===== config.mk =====
export PLATFORM = sky130hd
export DESIGN_NAME = bram_port_arbiter
export DESIGN_NICKNAME = d
export VERILOG_FILES = /design/src/rtl/bram_port_arbiter.sv
export SDC_FILE = /design/constraint.sdc
export NUM_CORES = 1
export LEC_CHECK = 0
export ABC_CLOCK_PERIOD_IN_PS = 6860
export CAP_MARGIN = 5
export CORE_MARGIN = 2
export CORE_UTILIZATION = 30
export CTS_BUF_LIST = sky130_fd_sc_hd__clkbuf_2 sky130_fd_sc_hd__clkbuf_4 sky130_fd_sc_hd__clkbuf_8
export DETAILED_ROUTE_END_ITERATION = 8
export MAX_ROUTING_LAYER = met4
export PLACE_DENSITY = 0.72
export RECOVER_POWER = 50
export SETUP_SLACK_MARGIN = 0.2
export SYNTH_ARGS = -nofsm -noshare
export SYNTH_HDL_FRONTEND = slang
export SYNTH_SLANG_ARGS = --single-unit

===== constraint.sdc =====
create_clock -name clk -period 6.86 [get_ports clk]
set_clock_uncertainty 0.05 [all_clocks]
set_input_delay 2.058 -clock clk [delete_from_list [all_inputs] [get_ports clk]]
set_output_delay 2.058 -clock clk [all_outputs]
set_load 0.05 [all_outputs]

===== src/rtl/bram_port_arbiter.sv =====
// Two-requester arbiter for a shared dual-port BRAM: independent round-robin
// arbitration of the write port (A) and read port (B), with write-first forwarding.
module bram_port_arbiter #(
  parameter int RAM_WIDTH = 32,
  parameter int RAM_DEPTH = 1024,
  localparam int AW = $clog2(RAM_DEPTH)
) (
  input  logic                 clk,
  input  logic                 rst,
  input  logic                 m0_valid,
  input  logic                 m0_we,
  input  logic [AW-1:0]        m0_addr,
  input  logic [RAM_WIDTH-1:0] m0_wdata,
  output logic                 m0_ready,
  output logic                 m0_rvalid,
  input  logic                 m1_valid,
  input  logic                 m1_we,
  input  logic [AW-1:0]        m1_addr,
  input  logic [RAM_WIDTH-1:0] m1_wdata,
  output logic                 m1_ready,
  output logic                 m1_rvalid,
  output logic [RAM_WIDTH-1:0] rdata,
  output logic                 mem_wr_ena,
  output logic [AW-1:0]        mem_addra,
  output logic [RAM_WIDTH-1:0] mem_dina,
  output logic                 mem_rd_enb,
  output logic [AW-1:0]        mem_addrb,
  input  logic [RAM_WIDTH-1:0] mem_doutb
);

  // Grant vector {g1,g0}: a lone candidate wins, otherwise the pointer decides.
  function automatic logic [1:0] rr_grant(input logic c0, input logic c1, input logic ptr);
    logic [1:0] g;
    g = 2'b00;
    if (c0 && c1) begin
      if (ptr) begin
        g = 2'b10;
      end else begin
        g = 2'b01;
      end
    end else begin
      g = {c1, c0};
    end
    return g;
  endfunction

  // After granting requester i the pointer moves to the other requester.
  function automatic logic rr_next(input logic [1:0] g, input logic ptr);
    logic n;
    if (g[0]) begin
      n = 1'b1;
    end else if (g[1]) begin
      n = 1'b0;
    end else begin
      n = ptr;
    end
    return n;
  endfunction

  logic                 wr_ptr_q, wr_ptr_d;
  logic                 rd_ptr_q, rd_ptr_d;
  logic                 rpend_q, rpend_d;
  logic                 rsel_q, rsel_d;
  logic                 byp_q, byp_d;
  logic [RAM_WIDTH-1:0] byp_data_q, byp_data_d;

  logic [1:0]           wr_gnt_s;
  logic [1:0]           rd_gnt_s;
  logic                 byp_hit_s;

  // Arbitration, memory strobes and next-state for both ports.
  always_comb begin
    wr_gnt_s   = 2'b00;
    rd_gnt_s   = 2'b00;
    byp_hit_s  = 1'b0;
    wr_ptr_d   = wr_ptr_q;
    rd_ptr_d   = rd_ptr_q;
    rpend_d    = 1'b0;
    rsel_d     = rsel_q;
    byp_d      = 1'b0;
    byp_data_d = byp_data_q;
    mem_wr_ena = 1'b0;
    mem_addra  = m0_addr;
    mem_dina   = m0_wdata;
    mem_rd_enb = 1'b0;
    mem_addrb  = m0_addr;

    if (rst) begin
      wr_gnt_s = 2'b00;
      rd_gnt_s = 2'b00;
    end else begin
      wr_gnt_s = rr_grant(m0_valid & m0_we, m1_valid & m1_we, wr_ptr_q);
      rd_gnt_s = rr_grant(m0_valid & ~m0_we, m1_valid & ~m1_we, rd_ptr_q);
    end

    if (wr_gnt_s[1]) begin
      mem_addra = m1_addr;
      mem_dina  = m1_wdata;
    end else begin
      mem_addra = m0_addr;
      mem_dina  = m0_wdata;
    end

    if (rd_gnt_s[1]) begin
      mem_addrb = m1_addr;
    end else begin
      mem_addrb = m0_addr;
    end

    mem_wr_ena = |wr_gnt_s;
    mem_rd_enb = |rd_gnt_s;
    wr_ptr_d   = rr_next(wr_gnt_s, wr_ptr_q);
    rd_ptr_d   = rr_next(rd_gnt_s, rd_ptr_q);

    // The RAM returns old data on a same-address collision, so capture the write.
    byp_hit_s = mem_wr_ena & mem_rd_enb & (mem_addra == mem_addrb);
    if (byp_hit_s) begin
      byp_data_d = mem_dina;
    end else begin
      byp_data_d = byp_data_q;
    end

    if (mem_rd_enb) begin
      rpend_d = 1'b1;
      rsel_d  = rd_gnt_s[1];
      byp_d   = byp_hit_s;
    end else begin
      rpend_d = 1'b0;
      rsel_d  = rsel_q;
      byp_d   = 1'b0;
    end
  end

  assign m0_ready  = wr_gnt_s[0] | rd_gnt_s[0];
  assign m1_ready  = wr_gnt_s[1] | rd_gnt_s[1];
  assign m0_rvalid = rpend_q & ~rsel_q;
  assign m1_rvalid = rpend_q & rsel_q;
  assign rdata     = byp_q ? byp_data_q : mem_doutb;

  // Pointer and read-response state registers.
  always_ff @(posedge clk or posedge rst) begin
    if (rst) begin
      wr_ptr_q   <= 1'b0;
      rd_ptr_q   <= 1'b0;
      rpend_q    <= 1'b0;
      rsel_q     <= 1'b0;
      byp_q      <= 1'b0;
      byp_data_q <= {RAM_WIDTH{1'b0}};
    end else begin
      wr_ptr_q   <= wr_ptr_d;
      rd_ptr_q   <= rd_ptr_d;
      rpend_q    <= rpend_d;
      rsel_q     <= rsel_d;
      byp_q      <= byp_d;
      byp_data_q <= byp_data_d;
    end
  end

endmodule


* Word-level counts from Yosys, hierarchy flattened
Index checks and enable logic that the tools add are counted.
Operators by class: equality and inequality tests 1, mux-type cells 16, bitwise logic cells 13, reduce and logical (&&, ||, !) cells 6
Operators by type and width (number):
- 2-to-1 mux 32 bit | 2
- 2-to-1 mux 10 bit | 2
- 2-to-1 mux 2 bit | 6
- == test 10 bit | 1
- AND 1 bit | 8
- 2-to-1 mux 1 bit | 6
- nonzero test 2 bit | 2
- OR reduction 2 bit | 2
- NOT 1 bit | 3
- logical AND 1 bit | 2
- OR 1 bit | 2
Storage, ports and cells: flip-flop bits (word level) 37, bits of input ports 122, output and inout port bits 90, logic and storage cells 42

* Logic depth before layout (Yosys ltp)
Gate-level depths: netlist of the first run.
depth in word-level cells 9, mapped depth 7

* Worst setup path after synthesis of the first run
No wires, ideal clock.
path kind input to output, start point input m1_valid, end point output mem_addra[3], arrival time 4.084 ns, data required time 4.752 ns, path slack 0.668 ns, stages on the path 6, buffers on the path 3, cells stage by stage nor2b_1 o211ai_2 buf_4 clkbuf_1 buf_2 o21ai_0
On the way: word-level cells in the longest chain between the ends 5
RTL lines:
- start: declaration | line 16 | input logic m1_valid,
- AND 1 bit * | line 92 | wr_gnt_s = rr_grant(m0_valid & m0_we, m1_valid & m1_we, wr_ptr_q);
- logical AND 1 bit | line 35 | if (c0 && c1) begin
- 2-to-1 mux 2 bit * | line 35
- 2-to-1 mux 2 bit * | line 88 | if (rst) begin
- 2-to-1 mux 10 bit * | line 96 | if (wr_gnt_s[1]) begin
- end: declaration | line 24 | output logic [AW-1:0] mem_addra,
Mark *: on every way between the ends. The rest lies on a longest branch, timed or not.

* Worst setup path after layout of the first run
start point input m1_we, end point output mem_addrb[3]
On the way: word-level cells in the longest chain between the ends 6
RTL lines:
- start: declaration | line 17 | input logic m1_we,
- NOT 1 bit * | line 93 | rd_gnt_s = rr_grant(m0_valid & ~m0_we, m1_valid & ~m1_we, rd_ptr_q);
- AND 1 bit * | line 93
- logical AND 1 bit | line 35
- 2-to-1 mux 2 bit * | line 35
- 2-to-1 mux 2 bit * | line 88
- 2-to-1 mux 10 bit * | line 104 | if (rd_gnt_s[1]) begin
- end: declaration | line 27 | output logic [AW-1:0] mem_addrb,
Marked as above.

==> summary.txt, run 1 <==
Run status
  – Status: complete, but fails checks
  – Failing checks: capacitance limit, slew limit

Yosys
  – Top cells by area, synth: dfrtp_1, mux2_2, mux2_4
  – Yosys Warn Count: 0
  – Post-synth EDFFs: 0
  – Syn Inst Count: approximately 240
  – Synth cell count leaders: mux2_2, dfrtp_1, nand2_1
  – Syn_area_per_cell: 11.7 sq um
  – Post-synth top area share: between 30% and 40%
  – Largest area contributor in the netlist: dfrtp_1
  – Netlist cell types: 37
  – Primary FF master, synth: dfrtp_1
  – #FFs+latches synth: 37
  – Mapped Area: 2840 sq um
  – Most common cell in the netlist: mux2_2
  – Syn nets: 366
  – Sequential cell area fraction in the yosys report: between 30% and 40%
  – Post-synthesis async set-or-reset flop share: between 90% and 100%

Timing
  – RSZ-0062 raised after global routing: no
  – Final-report max-slew violation count: 38
  – Final Hold Viols: 0
  – Part of the cycle the worst path needs: around 93%
  – Setup violations, final: 0
  – Worst hold margin: around 440 ps
  – Final WS setup: between 400 and 500 ps
  – Slew HR: -37.8%
  – Actual slew at the worst max-slew pin: approximately 2100 ps
  – Sum of negative setup slack: 0 ps
  – Period minus WS final: 6400 ps
  – Max Fclk: between 0.15 and 0.2 GHz

Pwr
  – Pleak: approximately 2.1 nW
  – Maximum VDD drop: roughly 0.09 mV
  – Pwr dens: between 150 and 200 nW/um^2

Critical path
  – Setup crit end kind: output port
  – Worst path max stage delay: 830 ps
  – Crit path cell chain: dlygate4sd3_1 > nor3b_4 > o21a_4 > nand2_1 > o21ai_0 > clkdlybuf4s50_1
  – Setup crit start kind: input port
  – CP bufs+invs: 2
  – Max FO, Critical Path: 13
  – CP delay by family, top: buffers and inverters
  – CP required: between 4000 and 5000 ps
  – Worst setup path category: in2out
  – Critical Path Slowest Stage Cell: clkdlybuf4s50_1
  – Critical path data arrival time: about 4300 ps

Placement
  – DP Wirelength: 7.12 mm
  – GP Congestion: 0.847
  – Port Buffers: ~210
  – Pre-CTS WS: just over 500 ps

Die
  – Total die area: 10300 sq um
  – Cell row count: 35
  – Ports: ~210
  – Chip height: roughly 100 microns
  – Starting density of the core: a little under a third
  – Core box area: between 9000 and 10000 sq um
  – Die W: about 100 microns

Global route
  – Vias in the first global route: 2699
  – Grt ovf: 0
  – Met1 GRT Util: 21.3%
  – Largest net degree at the start of global routing: 38
  – GR peak layer: met2
  – Total GRT Usage: roughly 18%
  – First-pass GRT wire length: between 10 and 15 mm
  – Antenna violations before repair: 0
  – Routing usage on met3: 3.86%
  – Met2 GRT Util: a little under a third

Drt
  – First-pass DRT Iterations: 5
  – Via/cell ratio: approximately 4.6
  – Via count: 2707
  – Routed Antenna Nets: 0
  – 1st-iter DRT viols: 63
  – Post-DR wirelength/cell: between 15 and 20 microns
  – Residual DRC: 0
  – Routed WL: roughly 9.0 mm

Final layout
  – Layout cell share with drive strength beyond 1: around a third
  – Area delta synth->final: 74.2%
  – Ant diodes: 0
  – Nets: approximately 580

Clock tree
  – Post-CTS setup buffers: 0
  – Clk Tree Root Cell: clkbuf_8
  – TritonCTS clock tree: built
  – Clock sink total: 37
  – # hold bufs at CTS: 0
  – Post_cts resized: 0
  – Clock latency on the worst-skew pair: between 200 and 300 ps
  – H-tree depth: 2
  – CTS buffer count: 5
  – Longest Clk Path Bufs: 2
  – Clk slew on worst S/H paths: 80 ps

Run
  – Max-Cap Viols: 1

Hold path
  – HP Class: reg2reg
[power breakdown]
part           total (mW)  switching (mW)  internal, mW
logic               0.418           0.220         0.198
clock network       0.202          0.0791         0.123
registers           0.324          0.0358         0.289
total               0.944           0.335         0.609
[sequential cells by signal, summed over array words and instances (netlist names)]
register	cells
byp_data_q	32
rd_ptr_q	1
wr_ptr_q	1
rpend_q	1
rsel_q	1
byp_q	1
[stage by stage]
step	area (sq um)	std cells	total power [mW]	util, %
6_report	4950	584	0.944	53.6
5_1_grt	4950	584	1.00	53.6
4_1_cts	5090	584	1.01	55.1
3_5_place_dp	4970	576	0.796	53.8
3_3_place_gp	4970	576	0.788	53.8
2_1_floorplan	2840	244	0.635	-
[path summary, 6_finish.rpt]
check,start,endpoint,slack (ps),depth (start not counted)
worst max-delay path,m1_we,mem_addrb[3],460,6
worst min-delay path,byp_data_q[6],byp_data_q[6],440,1
worst max register to register,wr_ptr_q,byp_data_q[15],3300,6
worst min register to register,byp_data_q[6],byp_data_q[6],440,1
max in group asynchronous,rst,rsel_q,2530,3
min in group asynchronous,rst,byp_data_q[5],3050,3
[layout make-up]
class	instances	area (sq um)
fillers	834	4290
repair buffers	218	2030
multi-input cells	186	1690
flip-flops and latches	37	926
well taps	129	161
clock buffers	7	90.1
clock inverters	1	30.0
inverters	6	22.5
[logic make-up (layout without fill, tap and decap cells)]
logic type / Yosys count / after routing / share of synthesized area, %
mux: 105 / 105 / 45.5
simple gates: 47 / 47 / 7.96
flops: 37 / 37 / 32.6
compound gates: 24 / 24 / 6.86
buf+inv: 21 / 232 / 4.00
xor+xnor: 10 / 10 / 3.08
[per-layer routing]
| metal | vias up | part of all wire, % | wire [microns] |
|---|---|---|---|
| met5 | - | 0 | 0 |
| met4 | 0 | 0.53 | 48 |
| met3 | 4 | 6.3 | 567 |
| met2 | 111 | 53 | 4800 |
| met1 | 1306 | 40 | 3610 |
| li1 | 1286 | - | - |
[worst register-to-register path: stages, from the launching register on]
cell       delay [ps]
dfrtp_1           410
o211ai_1          350
buf_4             400
o21ai_0           190
a2111oi_0         790
clkbuf_1          850
mux2_2            420
[placed cells by master, fill, tap and decap left out, types with 2 or more instances in the layout]
master / count
mux2_1: 24
buf_4: 53
inv_1: 5
xor2_1: 7
dlygate4sd3_1: 10
clkdlybuf4s50_1: 150
o21ai_0: 6
nor2b_1: 3
mux2_2: 75
a2111oi_0: 2
mux2_4: 6
nand2_1: 33
xnor2_1: 3
nand2b_1: 3
dfrtp_1: 37
clkbuf_1: 4
clkbuf_8: 6
a21oi_1: 5
No activity file was read; power rests on OpenSTA's default activity.
==> run 2: changes to the inputs <==
CORE_MARGIN = not set   (was 2)
==> run 2 against run 1 <==
The flow still finishes with violations (capacitance limit, slew limit). First-iteration DRC count decreased by 40%. Design area decreased by 0.53%. Hold slack about the same. Global-route usage increased by 0.85 points. Cell count decreased by 2.9%. Sequential power increased by 1%. Non-clock buffer count increased by 1. Utilization about the same. Worst setup slack got worse by 200 ps. Register-to-register slack improved by 150 ps. Via count decreased by 1.1%. Clock-buffer cell count decreased by 2. Largest cell class unchanged.
==> summary.txt, run 2 (same netlist as run 1, synthesis figures left out) <==
Final layout
  – Commonest non-fill, non-tap cell in the layout: clkdlybuf4s50_1
  – Layout cell share with drive strength beyond 1: 28.5% (-4.0 points)
  – Final core occ: 53.6% (about the same)
  – Largest Register: byp_data_q
  – Area delta synth->final: 73.3%
  – Non-filler cells, final: 567 (-2.9%)
  – Highest-count cells in the layout ignoring fill and taps: clkdlybuf4s50_1, mux2_2, dfrtp_1, buf_4, nand2_1
  – Max reg flops: 32 (unchanged)
  – Ant diodes: 0 (unchanged)
  – Nets: 577 (+0.17%)

Critical path
  – Critical path data arrival time: 4500 ps (+210 ps)
  – Worst path max stage delay: 710 ps (-120 ps)
  – Reg2reg start: wr_ptr_q
  – Setup crit end kind: output port
  – Crit path cell chain: dlygate4sd3_1 > nand2_1 > o211ai_1 > buf_4 > mux2_2 > clkdlybuf4s50_1
  – CP bufs+invs: 3 (+1)
  – CP required: 4750 ps (about the same)
  – Worst reg2reg path depth: 7 (+1)
  – Setup crit start kind: input port
  – Worst R2R End: byp_data_q[16]
  – Critical Path Slowest Stage Cell: clkdlybuf4s50_1
  – Worst R2R Setup Slack: 3450 ps (+150 ps)
  – Worst setup path category: in2out
  – CP delay by family, top: buffers and inverters
  – Max FO, Critical Path: 18 (+5)

Die
  – Ports: 212 (unchanged)
  – Starting density of the core: 30.9% (+0.15 points)
  – Die W: 99.4 microns (-2.0%)
  – Chip height: 99.4 microns (-2.0%)
  – Cell row count: 35 (unchanged)
  – Total die area: 9870 sq um (-3.9%)
  – Core box area: 9200 sq um (-0.47%)

Clock tree
  – TritonCTS clock tree: built
  – Clk slew on worst S/H paths: 80 ps (about the same)
  – Post-CTS setup buffers: 0 (unchanged)
  – # hold bufs at CTS: 0 (unchanged)
  – Clk Tree Root Cell: clkbuf_8
  – Post_cts resized: 0 (unchanged)
  – CTS buffer count: 5 (unchanged)
  – H-tree depth: 2 (unchanged)
  – Longest Clk Path Bufs: 2 (unchanged)
  – Clock latency on the worst-skew pair: 280 ps (about the same)
  – Clock sink total: 37 (unchanged)

Global route
  – Antenna violations before repair: 0 (unchanged)
  – Grt ovf: 0 (unchanged)
  – Total GRT Usage: 18.6% (+0.85 points)
  – Vias in the first global route: 2762 (+2.3%)
  – Largest net degree at the start of global routing: 38 (unchanged)
  – First-pass GRT wire length: 14.0 mm (+0.60%)

Placement
  – Port Buffers: 211 (unchanged)
  – DP Wirelength: 7.12 mm (about the same)
  – Dpl cells: 559 (-3.0%)
  – GP Congestion: 0.852 (+0.52%)

Timing
  – Part of the cycle the worst path needs: 96.3% (+2.9 points)
  – Worst hold margin: 435 ps (-0.470 ps)
  – Final-report max-slew violation count: 38 (unchanged)
  – RSZ-0062 raised after global routing: no
  – Period minus WS final: 6600 ps (+201 ps)
  – Max Fclk: 0.151 GHz (-3.0%)
  – Setup violations, final: 0 (unchanged)
  – Actual slew at the worst max-slew pin: 2070 ps (+2.92 ps)
  – Sum of negative setup slack: 0 ps (unchanged)
  – Final Hold Viols: 0 (unchanged)
  – Slew HR: -38.0% (-0.19 points)

Hold path
  – Hold Path End: byp_data_q[5]
  – HP Class: reg2reg
  – Hold Path Depth: 1 (unchanged)
  – Worst Hold Launch: byp_data_q[5]

Drt
  – Residual DRC: 0 (unchanged)
  – First-pass DRT Iterations: 4 (-1)
  – 1st-iter DRT viols: 38 (-40%)
  – Via/cell ratio: 4.72 (+1.9%)
  – Routed Antenna Nets: 0 (unchanged)
  – Routed WL: 9.00 mm (-0.41%)
  – Via count: 2678 (-1.1%)
  – Post-DR wirelength/cell: 15.9 microns (+2.6%)

Pwr
  – Switching Power: 342 uW (+1.9%)
  – Sequential share of power: 36.5% (+2.1 points)
  – Comb pwr share: 46.6% (+2.3 points)
  – Maximum VDD drop: 0.103 mV (+15%)
  – Switch share: 38.0% (+2.5 points)
  – Pleak: 2.05 nW (-1.8%)
  – Int Power: 557 uW (-8.6%)
  – Clock power share: 16.8% (-4.6 points)
  – Pwr Total: 898 uW (-4.9%)
  – Pwr dens: 182 nW/um^2 (-4.4%)

Run status
  – Failing checks: capacitance limit, slew limit
  – Status: complete, but fails checks

Run
  – Max-Cap Viols: 1 (unchanged)
[run 2: changes by cell type in the layout (fill, tap and decap cells not counted)]
cell             change
clkbuf_1             +1
o21ai_1              +1
mux2_4               -1
clkdlybuf4s50_1     +17
clkinv_2             +2
clkbuf_8             -1
clkinvlp_4           +1
mux2_1               +1
buf_4               -16
o21ai_0              -1
bufinv_16            -1
buf_12               -1
clkbuf_4             -1
[run 2: layout make-up]
cell class	count	area [sq um]
Inverter	6	22.5
Clock inverter	3	17.5
Sequential cell	37	926
Timing Repair Buffer	219	2070
Fill cell	877	4270
Tap cell	111	139
Multi-Input combinational cell	186	1690
Clock buffer	5	68.8
[run 2: routing by layer]
| layer | GRT usage [%] | up-vias | part of all wire, % |
|---|---|---|---|
| met5 | - | - | 0 |
| met4 | 4.75 | 0 | 0.80 |
| met3 | 3.79 | 4 | 5.4 |
| met2 | 32.6 | 103 | 52 |
| met1 | 21.8 | 1281 | 42 |
| li1 | - | 1290 | - |
[run 2: how the worst max path moves through the flow]
| stage | from | end | slack, ps | cells past startpoint |
|---|---|---|---|---|
| 6_report | m0_we | mem_dina[12] | 260 | 6 |
| 3_5_place_dp | m0_we | mem_dina[27] | 340 | 6 |
| 3_3_place_gp | m0_we | mem_dina[27] | 390 | 6 |
| 5_1_grt | m0_we | mem_dina[11] | 120 | 6 |
| 2_1_floorplan | m1_valid | mem_addra[3] | 670 | 6 |
| 4_1_cts | m1_valid | mem_dina[27] | 320 | 6 |
[run 2: power by group through the flow]
stage	clock network [mW]	registers [mW]	logic (mW)
CTS	0.160	0.334	0.468
detailed placement	0	0.336	0.467
finish	0.151	0.328	0.419
floorplan	0	0.318	0.317
global placement	0	0.337	0.463
global route	0.170	0.338	0.443
[run 2: metrics by stage]
stage	worst slack, ps	area [sq um]
after CTS	320	5070
after detailed placement	336	4990
after global placement	389	4990
after floorplan	668	2840
final	257	4930
after global routing	122	4930
==> run 3: changes to the inputs <==
CORE_MARGIN = 8   (was not set)
SKIP_CTS_REPAIR_TIMING = 1   (was not set)
==> run 3 against run 2 <==
Largest power group unchanged. The run still ends with capacitance limit, slew limit left. Sequential share of layout area fell by 0.067 points. Worst setup slack improved by 180 ps. Wire length rose by 12%. Maximum frequency increased by 2.7%.
==> summary.txt, run 3 (same netlist as run 1, synthesis figures left out) <==
Run status
  – Status: complete, but fails checks
  – Failing checks: capacitance limit, slew limit

Drt
  – First-pass DRT Iterations: 4 (unchanged)
  – 1st-iter DRT viols: 78 (+110%)
  – Residual DRC: 0 (unchanged)
  – Post-DR wirelength/cell: 17.3 microns (+9.2%)
  – Via/cell ratio: 4.60 (-2.7%)
  – Via count: 2675 (-0.11%)
  – Routed WL: 10.1 mm (+12%)
  – Routed Antenna Nets: 0 (unchanged)

Critical path
  – CP bufs+invs: 3 (unchanged)
  – Worst reg2reg path depth: 5 (-2)
  – Crit path cell chain: dlygate4sd3_1 > nand2_1 > o211ai_4 > buf_4 > mux2_2 > buf_4
  – Worst setup path category: in2out
  – CP delay by family, top: buffers and inverters
  – Critical Path Stages: 6 (unchanged)
  – Worst R2R Setup Slack: 3160 ps (-290 ps)
  – Max FO, Critical Path: 18 (unchanged)
  – Worst path max stage delay: 680 ps (-30 ps)
  – Setup crit end kind: output port
  – Critical path data arrival time: 4320 ps (-180 ps)
  – Reg2reg start: wr_ptr_q
  – CP required: 4750 ps (about the same)
  – Critical Path Slowest Stage Cell: dlygate4sd3_1
  – Cell mode on critical path: buf_4
  – Setup crit start kind: input port
  – Worst R2R End: byp_data_q[15]

Placement
  – Port Buffers: 211 (unchanged)
  – GP Congestion: 0.791 (-7.1%)
  – DP Wirelength: 8.16 mm (+15%)

Clock tree
  – Clock latency on the worst-skew pair: 270 ps (about the same)
  – Clk slew on worst S/H paths: 70 ps (about the same)
  – Longest Clk Path Bufs: 2 (unchanged)
  – Clock sink total: 37 (unchanged)
  – CTS buffer count: 5 (unchanged)
  – TritonCTS clock tree: built
  – H-tree depth: 2 (unchanged)
  – Clk Tree Root Cell: clkbuf_8

Final layout
  – Ant diodes: 0 (unchanged)
  – Highest-count cells in the layout ignoring fill and taps: clkdlybuf4s50_1, mux2_2, buf_4, dfrtp_1, nand2_1
  – Nets: 575 (-0.35%)
  – Area delta synth->final: 73.9%
  – Layout cell share with drive strength beyond 1: 32.5% (+3.9 points)
  – Commonest non-fill, non-tap cell in the layout: clkdlybuf4s50_1
  – Max reg flops: 32 (unchanged)
  – Largest Register: byp_data_q

Run
  – Max-Cap Viols: 2 (+1)

Global route
  – First-pass GRT wire length: 15.9 mm (+14%)
  – Vias in the first global route: 3068 (+11%)
  – Largest net degree at the start of global routing: 38 (unchanged)
  – Grt ovf: 0 (unchanged)
  – Total GRT Usage: 15.8% (-2.8 points)
  – Antenna violations before repair: 0 (unchanged)

Timing
  – Sum of negative setup slack: 0 ps (unchanged)
  – Actual slew at the worst max-slew pin: 2060 ps (-5.05 ps)
  – Period minus WS final: 6430 ps (-175 ps)
  – Part of the cycle the worst path needs: 93.7% (-2.6 points)
  – Max Fclk: 0.156 GHz (+2.7%)
  – RSZ-0062 raised after global routing: no
  – Final-report max-slew violation count: 71 (+87%)
  – Setup violations, final: 0 (unchanged)
  – Slew HR: -37.7% (+0.34 points)
  – Final Hold Viols: 0 (unchanged)

Hold path
  – Hold Path Depth: 1 (unchanged)
  – Hold Path End: byp_data_q[1]
  – Worst Hold Launch: byp_data_q[1]
  – HP Class: reg2reg

Die
  – Starting density of the core: 30.8% (-0.15 points)
  – Die W: 113 microns (+14%)
  – Core box area: 9240 sq um (+0.48%)
  – Cell row count: 35 (unchanged)
  – Chip height: 113 microns (+14%)
  – Total die area: 12900 sq um (+30%)
  – Ports: 212 (unchanged)

Pwr
  – Pwr Total: 900 uW (+0.15%)
  – Pleak: 2.07 nW (+1.0%)
  – Pwr dens: 182 nW/um^2 (-0.21%)
  – Maximum VDD drop: 0.0784 mV (-24%)
## run 3: changes by cell type in the layout (fill, tap and decap cells not counted), sizes merged
cell and change:
buf +17, clkdlybuf4s50 -17, clkinv -2, clkbuf -1
## run 3: area by class of cell
type / instances / area (sq um)
fillers: 865 / 4290
repair buffers: 217 / 2030
multi-input cells: 186 / 1720
flip-flops and latches: 37 / 926
well taps: 129 / 161
clock buffers: 6 / 82.6
inverters: 6 / 22.5
clock inverters: 1 / 7.51
## run 3: where the power goes
part / internal [mW] / switching, mW
clock: 0.0795 / 0.0765
sequential: 0.289 / 0.0374
combinational: 0.195 / 0.222
total: 0.564 / 0.336
## run 3: routing by layer
metal / vias to the layer above / global-route usage, % / routed length (microns)
met5: - / - / 0
met4: 0 / 3.64 / 147
met3: 10 / 3.94 / 527
met2: 107 / 27.7 / 5120
met1: 1272 / 17.8 / 4290
li1: 1286 / - / -
## run 3: worst max-delay path by stage
stage / start / slack (ps) / to
floorplan: m1_valid / 670 / mem_addra[3]
global placement: m0_we / 530 / mem_dina[26]
detailed placement: m0_we / 520 / mem_dina[26]
CTS: m0_we / 500 / mem_dina[26]
global route: m0_we / 300 / mem_dina[13]
finish: m0_we / 430 / mem_dina[26]
## run 3: metrics by stage
step                std cells  instance area [sq um]  hold slack [ps]  setup WS (ps)  util [%]
floorplan                 244                   2840              425            668         -
global placement          575                   4960              434            533      53.7
detailed placement        575                   4960              439            517      53.7
CTS                       582                   5050              456            496      54.7
global route              582                   4950              459            299      53.5
finish                    582                   4950              431            432      53.5
## run 3: worst register-to-register path, delay by kind of cell (launching register included)
family / cells / cell delay, ps
buffers and inverters: 1 / 1460
DFF: 1 / 440
AOI/OAI and AO/OA: 3 / 1180
muxes: 1 / 470
